<file path="config.mk">
export PLATFORM = sky130hd
export DESIGN_NAME = circuit
export DESIGN_NICKNAME = d
export VERILOG_FILES = /design/src/rtl/logic_ex_pkg.sv /design/src/rtl/tt_lut2.sv /design/src/rtl/circuit.sv
export SDC_FILE = /design/constraint.sdc
export NUM_CORES = 1
export LEC_CHECK = 0
export ABC_AREA = 1
export ABC_CLOCK_PERIOD_IN_PS = 800
export BUFFER_PORTS_ARGS = -buffer_cell sky130_fd_sc_hd__buf_2
export CELL_PAD_IN_SITES_DETAIL_PLACEMENT = 0
export CELL_PAD_IN_SITES_GLOBAL_PLACEMENT = 1
export CORE_AREA = 5 5 42 44
export CTS_BUF_LIST = sky130_fd_sc_hd__clkbuf_4 sky130_fd_sc_hd__clkbuf_8
export CTS_CLUSTER_SIZE = 40
export DETAILED_ROUTE_END_ITERATION = 10
export DIE_AREA = 0 0 47 49
export HOLD_SLACK_MARGIN = 0.08
export MAX_ROUTING_LAYER = met4
export PLACE_DENSITY = 0.61
export SKIP_CTS_REPAIR_TIMING = 1
export SYNTH_ARGS = -nofsm -noshare
export SYNTH_HDL_FRONTEND = slang
export SYNTH_SLANG_ARGS = --single-unit
</file>
<file path="constraint.sdc">
create_clock -name clk -period 0.8 [get_ports clk]
set_input_delay 0.04 -clock clk [delete_from_list [all_inputs] [get_ports clk]]
set_output_delay 0.04 -clock clk [all_outputs]
set_load 0.05 [all_outputs]
</file>
<file path="src/rtl/logic_ex_pkg.sv">
// Shared definitions for the logic-circuit exercise set: standard 2-input
// truth tables and small evaluation helpers.
package logic_ex_pkg;

   // Truth tables indexed by {A,B}: bit 0 = (A=0,B=0) ... bit 3 = (A=1,B=1)
   localparam logic [3:0] FT_XOR  = 4'b0110;
   localparam logic [3:0] FT_AND  = 4'b1000;
   localparam logic [3:0] FT_OR   = 4'b1110;
   localparam logic [3:0] FT_NAND = 4'b0111;

   function automatic logic tt_eval(input logic [3:0] tbl, input logic a, input logic b);
      return tbl[{a, b}];
   endfunction

   function automatic logic [3:0] combo_onehot(input logic a, input logic b);
      return 4'b0001 << {a, b};
   endfunction

endpackage

</file>
<file path="src/rtl/tt_lut2.sv">
// Combinational 2-input truth-table lookup; A is the MSB of the table index.
module tt_lut2
   import logic_ex_pkg::*;
#(
   parameter logic [3:0] FUNC_TABLE = FT_XOR
) (
   input  logic a,
   input  logic b,
   output logic y
);

   assign y = tt_eval(FUNC_TABLE, a, b);

endmodule

</file>
<file path="src/rtl/circuit.sv">
// Registered 2-input function evaluator with sticky coverage of which
// input combinations have been accepted since the last reset.
module circuit
   import logic_ex_pkg::*;
#(
   parameter logic [3:0] FUNC_TABLE = FT_XOR,
   parameter logic       RESET_F2   = 1'b0
) (
   input  logic       clk,
   input  logic       rst,
   input  logic       in_valid,
   input  logic       a,
   input  logic       b,
   output logic       f2,
   output logic       out_valid,
   output logic       f2_comb,
   output logic [3:0] seen,
   output logic       all_seen
);

   logic       f2_d;
   logic [3:0] seen_d;

   tt_lut2 #(
      .FUNC_TABLE(FUNC_TABLE)
   ) u_lut (
      .a(a),
      .b(b),
      .y(f2_d)
   );

   assign f2_comb = f2_d;
   // all_seen is derived from the updated vector so it rises on the same
   // edge that records the final missing combination.
   assign seen_d  = seen | combo_onehot(a, b);

   // NOTE: state is updated with non-blocking assignments so every flop
   // samples the pre-edge values, independent of statement order.
   always_ff @(posedge clk) begin
      if (rst) begin
         f2        <= RESET_F2;
         out_valid <= 1'b0;
         seen      <= 4'b0000;
         all_seen  <= 1'b0;
      end else if (in_valid) begin
         f2        <= f2_d;
         out_valid <= 1'b1;
         seen      <= seen_d;
         all_seen  <= &seen_d;
      end else begin
         out_valid <= 1'b0;
      end
   end

endmodule

</file>
Word-level counts from Yosys, hierarchy flattened:

Index checks and enable logic that the tools add are counted.

* register bits after elaboration: 7
* input bits: 5
* output and inout bits: 8
* logic and storage cells: 11

* magnitude comparators: 1
* shift-type cells: 1
* multiplexer cells: 3
* bitwise logic cells: 1
* reduce and logical (&&, ||, !) cells: 1

Operators by type and width (number)
* $or A4 B4 Y4: 1
* $reduce_and A4 Y1: 1
* $shl A1 B2 Y4 const A: 1
* $lt A2 B3 Y1 const B: 1
* $bmux W1 S2: 1
* $mux W1: 2

Depth between registers and ports, before layout:

Gate-level depths: netlist of the first run.

* depth in word-level cells: 3
* gate-level depth with buffers: 6
* depth with buffers taken out: 6

By module:

A second synthesis of the first run with hierarchy kept.

* cells, all modules: 44
* area, all modules: 295.3 um^2

By module, submodules not included
* circuit: times used 1, cells each 39, area each 276.5 um^2, seq. area each 140.1 um^2
* tt_lut2: times used 1, cells each 5, area each 18.8 um^2, seq. area each 0.0 um^2

Worst setup path before layout of the first run:

OpenSTA, ideal clock, no wires.

* path kind: register -> register
* from: register seen[0]
* to: register all_seen
* library setup time: 66 ps
* arrival: 997 ps
* data required time: 734 ps
* path slack: -264 ps
* cell stages (with the launch flop): 5
* buffers on the path: 0
* period minus slack after synthesis: 1064 ps
* cell sequence: dfxtp_1 > nor2_1 > nor2_2 > nand2_1 > a21oi_2

* word-level cells in the longest chain between the ends: 2

RTL lines
* start: declaration: RTL line circuit.sv:17 `output logic [3:0] seen,`
* start signal: assignment: RTL line circuit.sv:48 `seen <= seen_d;`
* $or A4 B4 Y4: RTL line circuit.sv:35 `assign seen_d = seen | combo_onehot(a, b);`
* $reduce_and A4 Y1: RTL line circuit.sv:49 `all_seen <= &seen_d;`
* end signal: assignment: RTL line circuit.sv:49
* end: declaration: RTL line circuit.sv:18 `output logic all_seen`

No other way between the ends.
A chain may end at the register's enable or synchronous reset.

Worst setup path after layout of the first run:

* from: register seen[3]
* to: output seen[3]

No word-level cell between the ends.

==> results.md, run 1 <==
* Status: complete, no violations
* Synth Area in XOR/XNOR at 0%
* Ant diodes at 0
* Root Buffer: clkbuf_4
* Core Region at 1400 um^2
* Largest net degree at the start of global routing at 10
* Netlist cell types at 10
* GRT Residual Overflow at 0
* First-pass GRT wire length at 1.08 mm
* Top-area cell type share of the netlist area at 44.4%
* Commonest non-fill, non-tap cell in the layout: nor2_1
* Avg Inst Size Synth at 8.52 um^2
* Wirelength per Cell at 10.1 um
* DIE WIDTH at 47 um
* Final wirelength at 697 um
* Compound-Gate Fraction of Synth Area at 15.1%
* Synthesis-stage register bit count at 7
* Clock Tree Buf Depth at 2
* Worst r2r dst: all_seen
* RSZ-0062 raised after global routing: true
* Pins Over Slew Limit at 0
* Worst path slowest cell: dfxtp_4
* Synthesized area at 315 um^2
* Pleak at 0.243 nW
* Syn Nets at 46
* Cells after synthesis at 37
* Area Overhead vs Synth at 64.7%
* Post-route setup slack at 12.0 ps
* Layout cells sized above 1 at 49.1%
* Largest family of logic cells by synthesized area: adder cells
* Largest stage delay on the critical path at 350 ps
* RR Startpoint: seen[3]
* Crit start category: flip-flop
* Top post-synthesis cells by area: dfxtp_1 44%, ha_1 16%, nor2_1 11%
* Placement Setup Slack at -22.9 ps
* Crit Path Category: reg2out
* HPWL after detailed placement at 514 um
* Register-to-Register Path Depth at 4
* Worst path top cell family by delay: flip-flops
* Post-route setup TNS at 0 ps
* Most frequent cells in the layout: 9 x nor2_1, 5 x inv_1, 5 x clkbuf_4, 5 x buf_8
* GR Util All Layers at 6.96%
* Post-Synth Adder-Cell Area at 15.9%
* CP Max Fanout at 3
* Seq/Total Area, Yosys at 44.4%
* Worst reg2reg setup slack at 50 ps
* Fmax at 1.27 GHz
* Simple-gate share of the synthesized area at 15.1%
* Port Buffers at 12
* PD cells at 1880 nW/um^2
* Part of the cycle the worst path needs at 98.5%
* GP Congestion at 0.628
* Wl on met1 at 294 um
* Metal2 WL at 327 um
* Hold Path Class: in2reg
* Worst path required time at 760 ps
* Remaining DRCs at 0
* Final hold vios at 0
* Final setup vio count at 0
* Bufs and invs on worst path at 1
* Vias in the first global route at 267
* Antenna viol nets, final at 0
* Relative slew slack at 87.6%
* Vias/cell at 4.03
* Multiplexer share of the synthesized area at 0%
* CTS tree: built
* Hold path start: rst
* Crit path time final at 788 ps
* H-tree Lvls at 1
* Detail Route met3 WL at 75 um
* Highest Signal Layer: met3
* Slew @ Worst Pin at 186 ps
* Worst-path clk slew at 50 ps
* Initial drt markers at 0
* Router iterations before antenna repair at 1
* DR vias at 278
* Num CTS Buffers at 3
* CP Capture Type: primary output
* Num rows at 14
* Hold Crit Endpoint: out_valid
* Top cell type by total area after synthesis: dfxtp_1
* Clk_skew at 0.399 ps
* I/O Pins at 13
* Die area at 2300 um^2
* CP cell instances: buf_8
* Synthesis Warnings at 0
* Clock latency on the worst-skew pair at 250 ps
* Final net count at 63
* Worst vdd ir at 1.02 mV
* Initial antenna violation count at 0
* # clock sinks at 7
* WHS Path Cells at 4
* CP arrival at 750 ps
* Die height at 49 um
* Initial Util at 22.5%
* Max-cap viol count at 0
cell families after synthesis:
logic type                 after synthesis
adders and majority gates                4
AOI/OAI and AO/OA                        8
and+or+nand+nor                         12
DFF                                      7
buffers and inverters                    6
metrics by stage:
stage	instance area [um^2]	cells	power, mW	hold slack, ps	util (%)
6_report	519	69	0.978	58.2	37.1
5_1_grt	519	69	1.05	86.2	37.1
4_1_cts	444	68	0.949	10.8	31.7
3_5_place_dp	414	64	0.586	276	29.6
3_3_place_gp	414	64	0.586	275	29.6
2_1_floorplan	345	37	0.549	103	-
synth_stat cells:
cell type and n:
a21oi_1 4, a21oi_2 2, buf_6 1, dfxtp_1 7, ha_1 4, inv_1 5, nand2_1 2, nor2_1 9
nor2_2 1, o21ai_1 2
state kept, by name, summed over array words and instances (netlist names):
name / flops
seen: 4
all_seen: 1
f2: 1
out_valid: 1
routing by layer:
layer  vias to the layer above  track usage [%]
met5                         -                -
li1                        148                -
met4                         0             1.38
met1                       120             7.78
met3                         0             5.54
met2                        10             9.73
power by group:
part / total (mW) / leakage (nW) / switching (mW) / internal [mW]
Sequential: 0.382 / 0.0612 / 0.0173 / 0.365
Combinational: 0.242 / 0.163 / 0.150 / 0.0926
Clock: 0.353 / 0.0184 / 0.129 / 0.224
final cells by class:
type                    instances  area [um^2]
fillers                       160          882
multi-input cells              24          158
clock buffers                   4         30.0
repair buffers                 13          135
inverters                       5         18.8
well taps                      16         20.0
flip-flops and latches          7          158
how the worst max path moves through the flow:
stage,cells past startpoint,slack (ps),end,start
3_3_place_gp,7,-20,all_seen,b
4_1_cts,1,-100,seen[3],seen[3]
5_1_grt,1,-30,seen[1],seen[1]
6_report,1,10,seen[3],seen[3]
2_1_floorplan,4,-6,all_seen,seen[0]
3_5_place_dp,7,-20,all_seen,b
Note: power is estimated with default switching activity, not from simulation.
==> run 2: changes to the inputs <==
--- a/config.mk
+++ b/config.mk
@@ -15,9 +15,11 @@
 export CTS_CLUSTER_SIZE = 40
 export DETAILED_ROUTE_END_ITERATION = 10
 export DIE_AREA = 0 0 47 49
+export GPL_ROUTABILITY_DRIVEN = 0
 export HOLD_SLACK_MARGIN = 0.08
 export MAX_ROUTING_LAYER = met4
 export PLACE_DENSITY = 0.61
+export REMOVE_ABC_BUFFERS = 1
 export SKIP_CTS_REPAIR_TIMING = 1
 export SYNTH_ARGS = -nofsm -noshare
 export SYNTH_HDL_FRONTEND = slang
==> run 2 against run 1 <==
Against the previous run:
- combinational power is 2% lower
- routed wire length is 1.6% lower
- clock power is 3% higher
- critical path depth stayed put
- sequential cell count stayed put
- largest power group unchanged
- utilization is 1.4 points lower
- sequential power is 2% higher
- maximum frequency is 1.5% lower
- hold slack better by 18 ps
- non-clock buffer count stayed put
- first-iteration DRC count is 2 higher
==> results.md, run 2 (synthesized netlist as in run 1, its figures left out) <==
* Fill cell count at 161 (+0.63%)
* CP Capture Type: primary output
* Port Buffers at 12 (unchanged)
* Area Overhead vs Synth at 58.3%
* I/O Pins at 13 (unchanged)
* Num rows at 14 (unchanged)
* GR Util All Layers at 7.01% (+0.052 points)
* Worst vdd ir at 0.711 mV (-31%)
* CP Max Fanout at 3 (unchanged)
* Hold_ws at 75.7 ps (+17.5 ps)
* Worst path required time at 760 ps (about the same)
* Max-cap viol count at 0 (unchanged)
* CP arrival at 760 ps (about the same)
* Final net count at 63 (unchanged)
* CP cell instances: buf_8
* First-pass GRT wire length at 1.10 mm (+2.0%)
* Initial drt markers at 2 (+2)
* Final hold vios at 0 (unchanged)
* # clock sinks at 7 (unchanged)
* Num CTS Buffers at 3 (unchanged)
* Vias/cell at 4.06 (+0.72%)
* Util after Layout at 35.6% (-1.4 points)
* Bufs and invs on worst path at 1 (unchanged)
* Final wirelength at 686 um (-1.6%)
* Crit Path Category: reg2out
* Layout cells sized above 1 at 47.2% (-1.9 points)
* DR vias at 280 (+0.72%)
* Die height at 49 um (unchanged)
* Clock latency on the worst-skew pair at 250 ps (about the same)
* Ant diodes at 0 (unchanged)
* Commonest non-fill, non-tap cell in the layout: nor2_1
* Initial antenna violation count at 0 (unchanged)
* Largest net degree at the start of global routing at 10 (unchanged)
* Clk_skew at 8.56 ps (+8.16 ps)
* Hold Path Class: in2reg
* Router iterations before antenna repair at 4 (+3)
* HPWL after detailed placement at 508 um (-1.1%)
* Largest reg by FF count: seen
* Worst-path clk slew at 60 ps (about the same)
* Core Region at 1400 um^2 (unchanged)
* Clock Tree Buf Depth at 2 (unchanged)
* GRT Residual Overflow at 0 (unchanged)
* Final setup vio count at 0 (unchanged)
* Root Buffer: clkbuf_4
* Fmax at 1.25 GHz (-1.5%)
* Number of flip-flops under the largest register name at 4 (unchanged)
* Tot Pwr at 0.987 mW (+0.96%)
* Crit path time final at 800 ps (+11.6 ps)
* RSZ-0062 raised after global routing: true
* Pins Over Slew Limit at 0 (unchanged)
* Crit start category: flip-flop
* H-tree Lvls at 1 (unchanged)
* Die area at 2300 um^2 (unchanged)
* Initial Util at 22.5% (unchanged)
* PD cells at 1980 nW/um^2 (+5.0%)
* Pleak at 0.242 nW (-0.28%)
* Worst path slowest cell: dfxtp_2
* Vias in the first global route at 264 (-1.1%)
* Slew @ Worst Pin at 176 ps (-10.2 ps)
* Part of the cycle the worst path needs at 100% (+1.5 points)
* Remaining DRCs at 0 (unchanged)
* Status: complete, no violations
* Wirelength per Cell at 9.94 um (-1.6%)
* Worst path top cell family by delay: flip-flops
* DIE WIDTH at 47 um (unchanged)
* CTS tree: built
* Largest stage delay on the critical path at 360 ps (about the same)
* Relative slew slack at 88.3% (+0.72 points)
* Most frequent cells in the layout: 9 x nor2_1, 5 x inv_1, 5 x dfxtp_2, 5 x buf_8
* Antenna viol nets, final at 0 (unchanged)
==> run 2: cell count changes in the layout (fill, tap and decap cells not counted) <==
cell / change
dfxtp_2: +3
dfxtp_4: -3
buf_4: +1
clkbuf_4: -1
ha_1: +1
ha_4: -1
==> run 2: power by group <==
group	total [mW]	switching [mW]	internal (mW)
clock	0.362	0.137	0.225
sequential	0.388	0.0179	0.370
combinational	0.237	0.146	0.0904
total	0.987	0.302	0.686
==> run 2: final timing paths <==
path | start | to | slack (ps) | cells past startpoint
min reg2reg | seen[3] | seen[3] | 500 | 2
max | seen[2] | seen[2] | 0.4 | 1
min | rst | out_valid | 80 | 4
max reg2reg | seen[1] | all_seen | 50 | 4
==> run 2: cell type report <==
| class | count | area (um^2) | share of cell area, % |
|---|---|---|---|
| sequential | 7 | 150 | 30.1 |
| multi-input combinational | 24 | 145 | 29.1 |
| timing repair buffer | 13 | 135 | 27.1 |
| clock buffer | 4 | 30.0 | 6.02 |
| tap | 16 | 20.0 | 4.01 |
| inverter | 5 | 18.8 | 3.76 |
==> run 2: routing by layer <==
layer  wire (um)  vias to the layer above  share of wire (%)  GRT usage (%)
met1         314                      122                 46           8.59
li1            -                      146                  -              -
met4           9                        0                1.3           4.15
met3          64                        2                9.3           3.32
met5           0                        -                  0              -
met2         297                       10                 43           9.05
==> run 2: metrics by stage <==
| step | cell area [um^2] | std cells | setup TNS (ps) | setup WS [ps] |
|---|---|---|---|---|
| after floorplan | 304 | 36 | -571 | -264 |
| after global placement | 384 | 64 | 0 | 3.87 |
| after detailed placement | 384 | 64 | -10.8 | -5.88 |
| after CTS | 414 | 68 | -688 | -132 |
| after global routing | 499 | 69 | -150 | -42.9 |
| final | 499 | 69 | 0 | 0.375 |
==> run 3: changes to the inputs <==
--- a/config.mk
+++ b/config.mk
@@ -6,7 +6,7 @@
 export NUM_CORES = 1
 export LEC_CHECK = 0
 export ABC_AREA = 1
-export ABC_CLOCK_PERIOD_IN_PS = 800
+export ABC_CLOCK_PERIOD_IN_PS = 850
 export BUFFER_PORTS_ARGS = -buffer_cell sky130_fd_sc_hd__buf_2
 export CELL_PAD_IN_SITES_DETAIL_PLACEMENT = 0
 export CELL_PAD_IN_SITES_GLOBAL_PLACEMENT = 1
==> constraint.sdc (replaced) <==
create_clock -name clk -period 0.85 [get_ports clk]
set_input_delay 0.0425 -clock clk [delete_from_list [all_inputs] [get_ports clk]]
set_output_delay 0.0425 -clock clk [all_outputs]
set_load 0.05 [all_outputs]
==> run 3 against run 2 <==
Against the previous run:
- die area stayed put
- utilization down 2.1 points
- combinational power decreased by 12%
- hold slack gained 1.5 ps
- clock power is 6.4% lower
- design area is 5.8% lower
- via count rose by 1.8%
- sequential power shrank 6.2%
- clock skew is 4.1 ps lower
- critical path type unchanged
- largest power group unchanged
==> results.md, run 3 (synthesized netlist as in run 1, its figures left out) <==
* Status: complete, no violations
* Worst path slowest cell: dfxtp_1
* Number of flip-flops under the largest register name at 4 (unchanged)
* Worst vdd ir at 0.672 mV (-5.6%)
* HPWL after detailed placement at 513 um (+1.1%)
* Post-route setup slack at 40.9 ps (+40.5 ps)
* DR vias at 285 (+1.8%)
* Largest net degree at the start of global routing at 10 (unchanged)
* Largest stage delay on the critical path at 300 ps (-60 ps)
* Worst path required time at 810 ps (+50 ps)
* H-tree Lvls at 1 (unchanged)
* RSZ-0062 raised after global routing: false
* Final setup vio count at 0 (unchanged)
* Remaining DRCs at 0 (unchanged)
* Relative slew slack at 83.4% (-4.9 points)
* Final Non-Filler Cells at 69 (unchanged)
* Initial antenna violation count at 0 (unchanged)
* I/O Pins at 13 (unchanged)
* CP Max Fanout at 1 (-2)
* Slew @ Worst Pin at 250 ps (+74.6 ps)
* Vias/cell at 4.13 (+1.8%)
* Initial drt markers at 3 (+1)
* Max-cap viol count at 0 (unchanged)
* Combinational power share at 22.8% (-1.2 points)
* Inst Count DP at 64 (unchanged)
* Storage element area at 146 um^2 (-2.5%)
* Core Region at 1400 um^2 (unchanged)
* Router iterations before antenna repair at 2 (-2)
* Worst path top cell family by delay: flip-flops
* Final hold vios at 0 (unchanged)
* Fill cell count at 159 (-1.2%)
* Most frequent cells in the layout: 9 x nor2_1, 6 x buf_6
* Initial Util at 22.5% (unchanged)
* Sw Pwr at 0.280 mW (-7.3%)
* Crit start category: flip-flop
* DIE WIDTH at 47 um (unchanged)
* Commonest non-fill, non-tap cell in the layout: nor2_1
* Pins Over Slew Limit at 0 (unchanged)
* Final Cell Area at 470 um^2 (-5.8%)
* Bufs and invs on worst path at 1 (unchanged)
* Worst-path clk slew at 50 ps (about the same)
* Final net count at 63 (unchanged)
* Ant diodes at 0 (unchanged)
* Clock Tree Buf Depth at 2 (unchanged)
* Clock latency on the worst-skew pair at 250 ps (about the same)
* Clk_skew at 4.49 ps (-4.07 ps)
* Root Buffer: clkbuf_4
* Reg power frac at 40.0% (+0.7 points)
* Layout cells sized above 1 at 45.3% (-1.9 points)
* Area Overhead vs Synth at 49.2%
* Part of the cycle the worst path needs at 95.2%
* Clk pwr share at 37.3% (+0.6 points)
* Crit path time final at 809 ps
* Port Buffers at 12 (unchanged)
* Util after Layout at 33.6% (-2.1 points)
* Die height at 49 um (unchanged)
* Final wirelength at 680 um (-0.87%)
* Num rows at 14 (unchanged)
* Die area at 2300 um^2 (unchanged)
* Crit Path Category: reg2out
* Fmax at 1.24 GHz
* CP Capture Type: primary output
* GRT Residual Overflow at 0 (unchanged)
* Net Sw Frac at 30.7% (+0.15 points)
* First-pass GRT wire length at 1.01 mm (-7.6%)
* Hold_ws at 77.2 ps (+1.51 ps)
* Placement Setup Slack at 43.7 ps (+49.6 ps)
* CP arrival at 770 ps (about the same)
* Wirelength per Cell at 9.86 um (-0.87%)
* Hold Path Class: in2reg
* Num CTS Buffers at 3 (unchanged)
* Placed instance area at 384 um^2 (unchanged)
* PD cells at 1940 nW/um^2 (-2.1%)
* GR Util All Layers at 6.94% (-0.072 points)
* Vias in the first global route at 245 (-7.2%)
* # clock sinks at 7 (unchanged)
* CTS tree: built
* Multi-input gate area at 145 um^2 (unchanged)
* Int Pwr at 0.631 mW (-8.0%)
* Largest reg by FF count: seen
* CP cell instances: clkbuf_4
* Pleak at 0.233 nW (-3.5%)
* Antenna viol nets, final at 0 (unchanged)
==> run 3: cell types whose count changed in the layout (fill, tap and decap cells not counted), sizes merged <==
cell / change
buf: -1
clkbuf: +1
==> run 3: worst paths after layout <==
check,from,end,cells past startpoint,slack (ps)
setup / recovery,out_valid,out_valid,1,40
hold / removal,rst,out_valid,4,80
setup reg to reg,seen[3],all_seen,4,110
hold reg to reg,seen[1],seen[1],2,490
==> run 3: tightest hold or removal path, cell delays in order <==
cell and delay [ps]:
buf_2 100, inv_1 60, nand2_1 50, inv_1 30
==> run 3: power groups by stage <==
stage / combinational [mW] / sequential (mW) / clock [mW]
6_report: 0.208 / 0.364 / 0.339
3_3_place_gp: 0.185 / 0.364 / 0
2_1_floorplan: 0.0694 / 0.429 / 0
3_5_place_dp: 0.185 / 0.364 / 0
4_1_cts: 0.185 / 0.357 / 0.354
5_1_grt: 0.222 / 0.366 / 0.390
==> run 3: per-layer routing <==
layer | vias to the layer above | wire, um | track usage, %
met5 | - | 0 | -
met4 | 0 | 9 | 6.91
met3 | 2 | 48 | 4.43
met2 | 10 | 296 | 7.24
met1 | 123 | 326 | 8.15
li1 | 150 | - | -
==> run 3: per-stage QoR <==
| stage | total power [mW] | setup TNS (ps) |
|---|---|---|
| after detailed placement | 0.549 | 0 |
| after floorplan | 0.498 | -297 |
| final | 0.911 | 0 |
| after global routing | 0.978 | 0 |
| after CTS | 0.897 | -397 |
| after global placement | 0.549 | 0 |
==> run 3: layout make-up <==
type / instances / share of cell area (%)
clock buffer: 4 / 6.38
inverter: 5 / 3.99
multi-input combinational: 24 / 30.9
sequential: 7 / 31.1
tap: 16 / 4.26
timing repair buffer: 13 / 23.4
